## src/rtl/mem_pkg.sv

```systemverilog
// Shared types and helpers for the paged BRAM write stage.
// The optional drop counter is enabled with MEM_PAGE_WRITER_DROP_CNT_EN.
package mem_pkg;

    localparam int MEM_PAGE_BITS = 3;
    localparam int MEM_ENT_BITS  = 7;
    localparam int NPAGE         = 2 ** MEM_PAGE_BITS;
    localparam int PAGE_DEPTH    = 2 ** MEM_ENT_BITS;

    typedef enum logic {
        IDLE  = 1'b0,
        WRITE = 1'b1
    } wr_state_t;

    function automatic logic [NPAGE-1:0] onehot_page(
        input logic [MEM_PAGE_BITS-1:0] page
    );
        return NPAGE'(1) << page;
    endfunction

endpackage

```

## src/rtl/mem_page_writer_counter.sv

```systemverilog
// Per-event entry counter: saturates at the page depth, clear wins over inc.
module page_entry_counter #(
    parameter int ENT_BITS   = 7,
    parameter int NENT_WIDTH = 8
) (
    input  logic                  clka,
    input  logic                  rstb,
    input  logic                  clr_i,
    input  logic                  inc_i,
    output logic [ENT_BITS-1:0]   idx_o,
    output logic                  full_o,
    output logic [NENT_WIDTH-1:0] next_o
);

    localparam logic [NENT_WIDTH-1:0] DEPTH = NENT_WIDTH'(2 ** ENT_BITS);

    logic [NENT_WIDTH-1:0] cnt_q;
    logic [NENT_WIDTH-1:0] cnt_d;

    assign full_o = (cnt_q == DEPTH);
    assign next_o = cnt_q + NENT_WIDTH'(1);
    assign idx_o  = cnt_q[ENT_BITS-1:0];

    always_comb begin
        cnt_d = cnt_q;
        if (clr_i)
            cnt_d = '0;
        else if (inc_i && !full_o)
            cnt_d = next_o;
    end

    always_ff @(posedge clka) begin
        if (rstb)
            cnt_q <= '0;
        else
            cnt_q <= cnt_d;
    end

endmodule

```

## src/rtl/mem_page_writer.sv

```systemverilog
// Write stage for the paged BRAM: registered word writes plus per-page nent updates.
// Define MEM_PAGE_WRITER_DROP_CNT_EN to add the drop_cnt_o counter port.
module mem_page_writer
    import mem_pkg::*;
#(
    parameter int RAM_WIDTH  = 18,
    parameter int PAGE_BITS  = MEM_PAGE_BITS,
    parameter int ENT_BITS   = MEM_ENT_BITS,
    parameter int NENT_WIDTH = 8
) (
    input  logic                          clka,
    input  logic                          rstb,
    input  logic                          start_i,
    input  logic [PAGE_BITS-1:0]          bx_i,
    input  logic                          din_valid_i,
    input  logic [RAM_WIDTH-1:0]          din_i,
    output logic                          wea_o,
    output logic [PAGE_BITS+ENT_BITS-1:0] addra_o,
    output logic [RAM_WIDTH-1:0]          dina_o,
    output logic [NENT_WIDTH-1:0]         nent_data_o,
    output logic [2**PAGE_BITS-1:0]       nent_we_o,
    output logic                          busy_o,
    output logic                          overflow_o
`ifdef MEM_PAGE_WRITER_DROP_CNT_EN
    ,
    output logic [15:0]                   drop_cnt_o
`endif
);

    localparam int NPG = 2 ** PAGE_BITS;

    wr_state_t                     state_q;
    logic [PAGE_BITS-1:0]          page_q;
    logic                          clr_pend_q;
    logic                          wea_q;
    logic [PAGE_BITS+ENT_BITS-1:0] addra_q;
    logic [RAM_WIDTH-1:0]          dina_q;
    logic [NENT_WIDTH-1:0]         nent_data_q;
    logic [NPG-1:0]                nent_we_q;
    logic                          busy_q;
    logic                          overflow_q;

    logic                  cnt_inc;
    logic [ENT_BITS-1:0]   cnt_idx;
    logic                  cnt_full;
    logic [NENT_WIDTH-1:0] cnt_next;

    assign cnt_inc = (state_q == WRITE) && din_valid_i;

    page_entry_counter #(
        .ENT_BITS  (ENT_BITS),
        .NENT_WIDTH(NENT_WIDTH)
    ) u_cnt (
        .clka  (clka),
        .rstb  (rstb),
        .clr_i (start_i),
        .inc_i (cnt_inc),
        .idx_o (cnt_idx),
        .full_o(cnt_full),
        .next_o(cnt_next)
    );

    always_ff @(posedge clka) begin
        if (rstb) begin
            state_q     <= IDLE;
            page_q      <= '0;
            clr_pend_q  <= 1'b0;
            wea_q       <= 1'b0;
            addra_q     <= '0;
            dina_q      <= '0;
            nent_data_q <= '0;
            nent_we_q   <= '0;
            busy_q      <= 1'b0;
            overflow_q  <= 1'b0;
        end else begin
            wea_q     <= 1'b0;
            nent_we_q <= '0;
            unique case (state_q)
                IDLE: begin
                    if (start_i) begin
                        state_q     <= WRITE;
                        busy_q      <= 1'b1;
                        page_q      <= bx_i;
                        overflow_q  <= 1'b0;
                        clr_pend_q  <= 1'b0;
                        nent_we_q   <= onehot_page(bx_i);
                        nent_data_q <= '0;
                    end
                end
                WRITE: begin
                    if (din_valid_i && !cnt_full) begin
                        wea_q       <= 1'b1;
                        addra_q     <= {page_q, cnt_idx};
                        dina_q      <= din_i;
                        nent_we_q   <= onehot_page(page_q);
                        nent_data_q <= cnt_next;
                    end else if (din_valid_i) begin
                        overflow_q <= 1'b1;
                    end
                    if (start_i) begin
                        page_q     <= bx_i;
                        overflow_q <= 1'b0;
                        // nent bus is taken by the old event's word: defer the clear
                        if (din_valid_i) begin
                            clr_pend_q <= 1'b1;
                        end else begin
                            clr_pend_q  <= 1'b0;
                            nent_we_q   <= onehot_page(bx_i);
                            nent_data_q <= '0;
                        end
                    end else if (clr_pend_q) begin
                        clr_pend_q <= 1'b0;
                        // a word now writes nent=1, which subsumes the clear
                        if (!din_valid_i) begin
                            nent_we_q   <= onehot_page(page_q);
                            nent_data_q <= '0;
                        end
                    end
                end
                default: state_q <= IDLE;
            endcase
        end
    end

    assign wea_o       = wea_q;
    assign addra_o     = addra_q;
    assign dina_o      = dina_q;
    assign nent_data_o = nent_data_q;
    assign nent_we_o   = nent_we_q;
    assign busy_o      = busy_q;
    assign overflow_o  = overflow_q;

`ifdef MEM_PAGE_WRITER_DROP_CNT_EN
    logic [15:0] drop_q;

    always_ff @(posedge clka) begin
        if (rstb)
            drop_q <= '0;
        else if (start_i)
            drop_q <= '0;
        else if (cnt_inc && cnt_full && drop_q != 16'hFFFF)
            drop_q <= drop_q + 16'd1;
    end

    assign drop_cnt_o = drop_q;
`endif

endmodule

```

## config.mk

```make
export PLATFORM = sky130hd
export DESIGN_NAME = mem_page_writer
export DESIGN_NICKNAME = d
export VERILOG_FILES = /design/src/rtl/mem_pkg.sv /design/src/rtl/mem_page_writer_counter.sv /design/src/rtl/mem_page_writer.sv
export SDC_FILE = /design/constraint.sdc
export NUM_CORES = 1
export LEC_CHECK = 0
export BUFFER_PORTS_ARGS = -buffer_cell sky130_fd_sc_hd__buf_2
export CAP_MARGIN = 10
export CELL_PAD_IN_SITES_DETAIL_PLACEMENT = 0
export CELL_PAD_IN_SITES_GLOBAL_PLACEMENT = 1
export CORE_ASPECT_RATIO = 1.1
export CORE_MARGIN = 2
export CORE_UTILIZATION = 33
export DETAILED_ROUTE_END_ITERATION = 16
export HOLD_SLACK_MARGIN = 0.05
export MAX_ROUTING_LAYER = met4
export PLACE_DENSITY = 0.76
export SYNTH_ARGS = -nofsm -noshare
export SYNTH_HDL_FRONTEND = slang
export SYNTH_SLANG_ARGS = --single-unit
export TNS_END_PERCENT = 10
```

## constraint.sdc

```tcl
create_clock -name clka -period 1.8 [get_ports clka]
set_clock_uncertainty 0.2 [all_clocks]
set_input_delay 0.27 -clock clka [delete_from_list [all_inputs] [get_ports clka]]
set_output_delay 0.27 -clock clka [all_outputs]
set_load 0.005 [all_outputs]
```

==> impl_metrics.tcl <==
set metrics [dict create \
    cts_tree "yes" \
    synth_seq_cells 60 \
    syn_avg_cell_area_sq_um 8.86 \
    critPathCaptureType "flip-flop" \
    gr-total-overflow 0 \
    io_pins 72 \
    peakVddDrop_mv 0.543 \
    placeableCoreArea_sq_mm 0.00701 \
    grt_pass1_vias 2128 \
    grtUsageTotal_pct 16.4 \
    r2r_start "u_cnt.cnt_q[0]" \
    layout_commonest_cell "buf_2" \
    final_cell_mix "buf_2 (71), nand2_1 (68), dfxtp_1 (58)" \
    syn2layout_area_growth_pct 43.7 \
    period_needed_ps 1810 \
    finalHoldViolCount 0 \
    maxCapViolCount 0 \
    min_period_over_period_pct 100 \
    ys_seq_area_share_pct 50.6 \
    crit_path_start_kind "flip-flop" \
    drc_errors 0 \
    place.port_buffers 71 \
    numClockSinks 60 \
    synthesis.nets 295 \
    min_path_type "in -> reg" \
    start_util_pct 33.9 \
    firstDrtPassIters 4 \
    yosysUniqueCellTypes 40 \
    worstMarginPinSlew_ps 725 \
    viasPerCell 4.70 \
    dp_hpwl_mm 4.17 \
    rsz0062_at_grt "yes" \
    die-area_sq_mm 0.00789 \
    fin_util_pct 48.7 \
    fin_ws_ps -8.88 \
    ant_nets 0 \
    setup_viol 4 \
    power.leakage_nw 1.51 \
    die_h_microns 92.9 \
    status "finished with violations" \
    total_power_mw 2.91 \
    drt_iter0_drc 47 \
    cp-startpoint "u_cnt.cnt_q[0]" \
    wl_mm 6.03 \
    antenna_found_initial 0 \
    via_count 2208 \
    cts_root_buf "clkbuf_8" \
    final.fill_count 689 \
    crit_type "reg -> reg" \
    finalNetCount 408 \
    netlist_area_sq_mm 0.00237 \
    die_x_microns 84.9 \
    grt_pass1_wl_mm 9.76 \
    netlist_instances 268 \
    insertion_delay_ps 340 \
    numCtsBuffers 9 \
    crit_required_ps 1850 \
    core.rowCount 32 \
    clock_path_buffers 2 \
    htree_levels 3 \
    yosys_warnings 0 \
    max_freq_ghz 0.553 \
    wl_per_cell_microns 12.8 \
    hold_start "rstb" \
    placed_area_sq_mm 0.00294 \
    fin_area_sq_mm 0.00341 \
    slew_violations 0 \
    grt_max_degree 22 \
    place_congestion 0.833 \
    power.density_mw_per_mm2 852 \
    path_clk_slew_ps 60 \
    worstPathArrival_ps 1860 \
    slew_headroom_pct 51.0 \
    finalSetupTns_ps -26.2 \
    path_max_fanout 6 \
    insertedDiodeCount 0 \
    layout-drive-gt1-share_pct 34.0 \
    violations "setup timing" \
]
-- cell usage after synthesis --
cell / count / area, sq um
ha_1: 2 / 25.0
nor4b_1: 1 / 8.76
a21oi_1: 35 / 175
or3b_2: 2 / 17.5
mux2i_1: 3 / 30.0
clkbuf_1: 6 / 22.5
and2_1: 1 / 6.26
buf_1: 1 / 3.75
xnor2_1: 3 / 26.3
nor4b_4: 1 / 23.8
nor2_1: 18 / 67.6
nand2_1: 68 / 255
a22oi_1: 1 / 7.51
nor3_1: 1 / 5.00
a211o_1: 1 / 8.76
nand3b_1: 3 / 22.5
nand4_1: 1 / 6.26
o31ai_1: 2 / 15.0
or3_1: 1 / 6.26
or2_2: 2 / 12.5
o32ai_1: 3 / 26.3
o21ai_4: 1 / 16.3
nand3_2: 1 / 10.0
o21ai_0: 2 / 10.0
a22o_1: 8 / 70.1
clkbuf_2: 1 / 5.00
nand4b_1: 1 / 8.76
inv_1: 4 / 15.0
buf_2: 4 / 20.0
o22ai_1: 5 / 31.3
a21o_4: 1 / 15.0
nor3b_2: 1 / 12.5
nand3_1: 4 / 20.0
dfxtp_1: 60 / 1200
buf_6: 5 / 56.3
xor2_1: 6 / 52.6
nor2_2: 2 / 12.5
a21oi_2: 1 / 8.76
a31o_2: 2 / 17.5
nand2b_1: 3 / 18.8
-- per-layer routing --
layer	wire, microns	part of all wire [%]	GRT usage (%)	up-vias
met5	0	0	-	-
met4	129	2.1	9.52	0
met3	266	4.4	3.57	13
met2	3060	51	27.0	47
met1	2580	43	18.2	1015
li1	-	-	-	1133
-- metrics by stage --
stage | hold slack, ps | cells | setup slack (ps)
finish | 118 | 470 | -8.88
global route | 132 | 470 | -63.7
CTS | 102 | 469 | 3.16
detailed placement | 242 | 433 | 7.34
global placement | 240 | 433 | 22.1
floorplan | 206 | 268 | 53.9
-- sequential cells by signal, summed over array words and instances (netlist names) --
register and flops:
clr_pend_q 1, dina_o 18, page_q 3, u_cnt.cnt_q 8, overflow_o 1, wea_o 1, busy_o 1, nent_data_o 8
addra_o 10, state_q 1, nent_we_o 8
-- where the power goes --
part / internal, mW / switching (mW) / total, mW
clock network: 0.747 / 0.508 / 1.26
registers: 1.36 / 0.0209 / 1.38
logic: 0.136 / 0.133 / 0.269
-- layout make-up --
class / count / area, sq um / share of cell area [%]
multi-input combinational: 187 / 1090 / 32.0
sequential: 60 / 1200 / 35.3
timing repair buffer: 119 / 792 / 23.2
clock buffer: 14 / 173 / 5.06
tap: 85 / 106 / 3.12
clock inverter: 1 / 30.0 / 0.880
inverter: 4 / 15.0 / 0.440
-- critical path, stage by stage, from the launching register on --
cell     delay, ps
dfxtp_2        320
inv_1           50
ha_1           180
nor4b_4        130
buf_4          150
a21oi_2        160
buf_6          160
nor2_4          70
o32ai_2        290
-- cells by family after synthesis --
family / Yosys count / synth area share (%)
simple gates: 111 / 21.7
compound gates: 62 / 16.9
flops: 60 / 50.6
buf+inv: 21 / 5.17
xor+xnor: 9 / 3.32
mux: 3 / 1.27
fa+ha+maj: 2 / 1.05
-- timing repair --
item	in CTS	in global routing
buffers inserted	0	1
resized for setup	2	10
endpoints found under the hold margin	22	0
pin swaps	0	2
hold buffers	21	0
endpoints found under the setup margin	1	45
-- worst paths after layout --
kind	to	slack [ps]	cells past startpoint
max	nent_we_o[4]	-9	8
min	state_q	120	3
max reg2reg	nent_we_o[4]	-9	8
min reg2reg	overflow_o	250	2
Power figures use the tool's default switching activity.
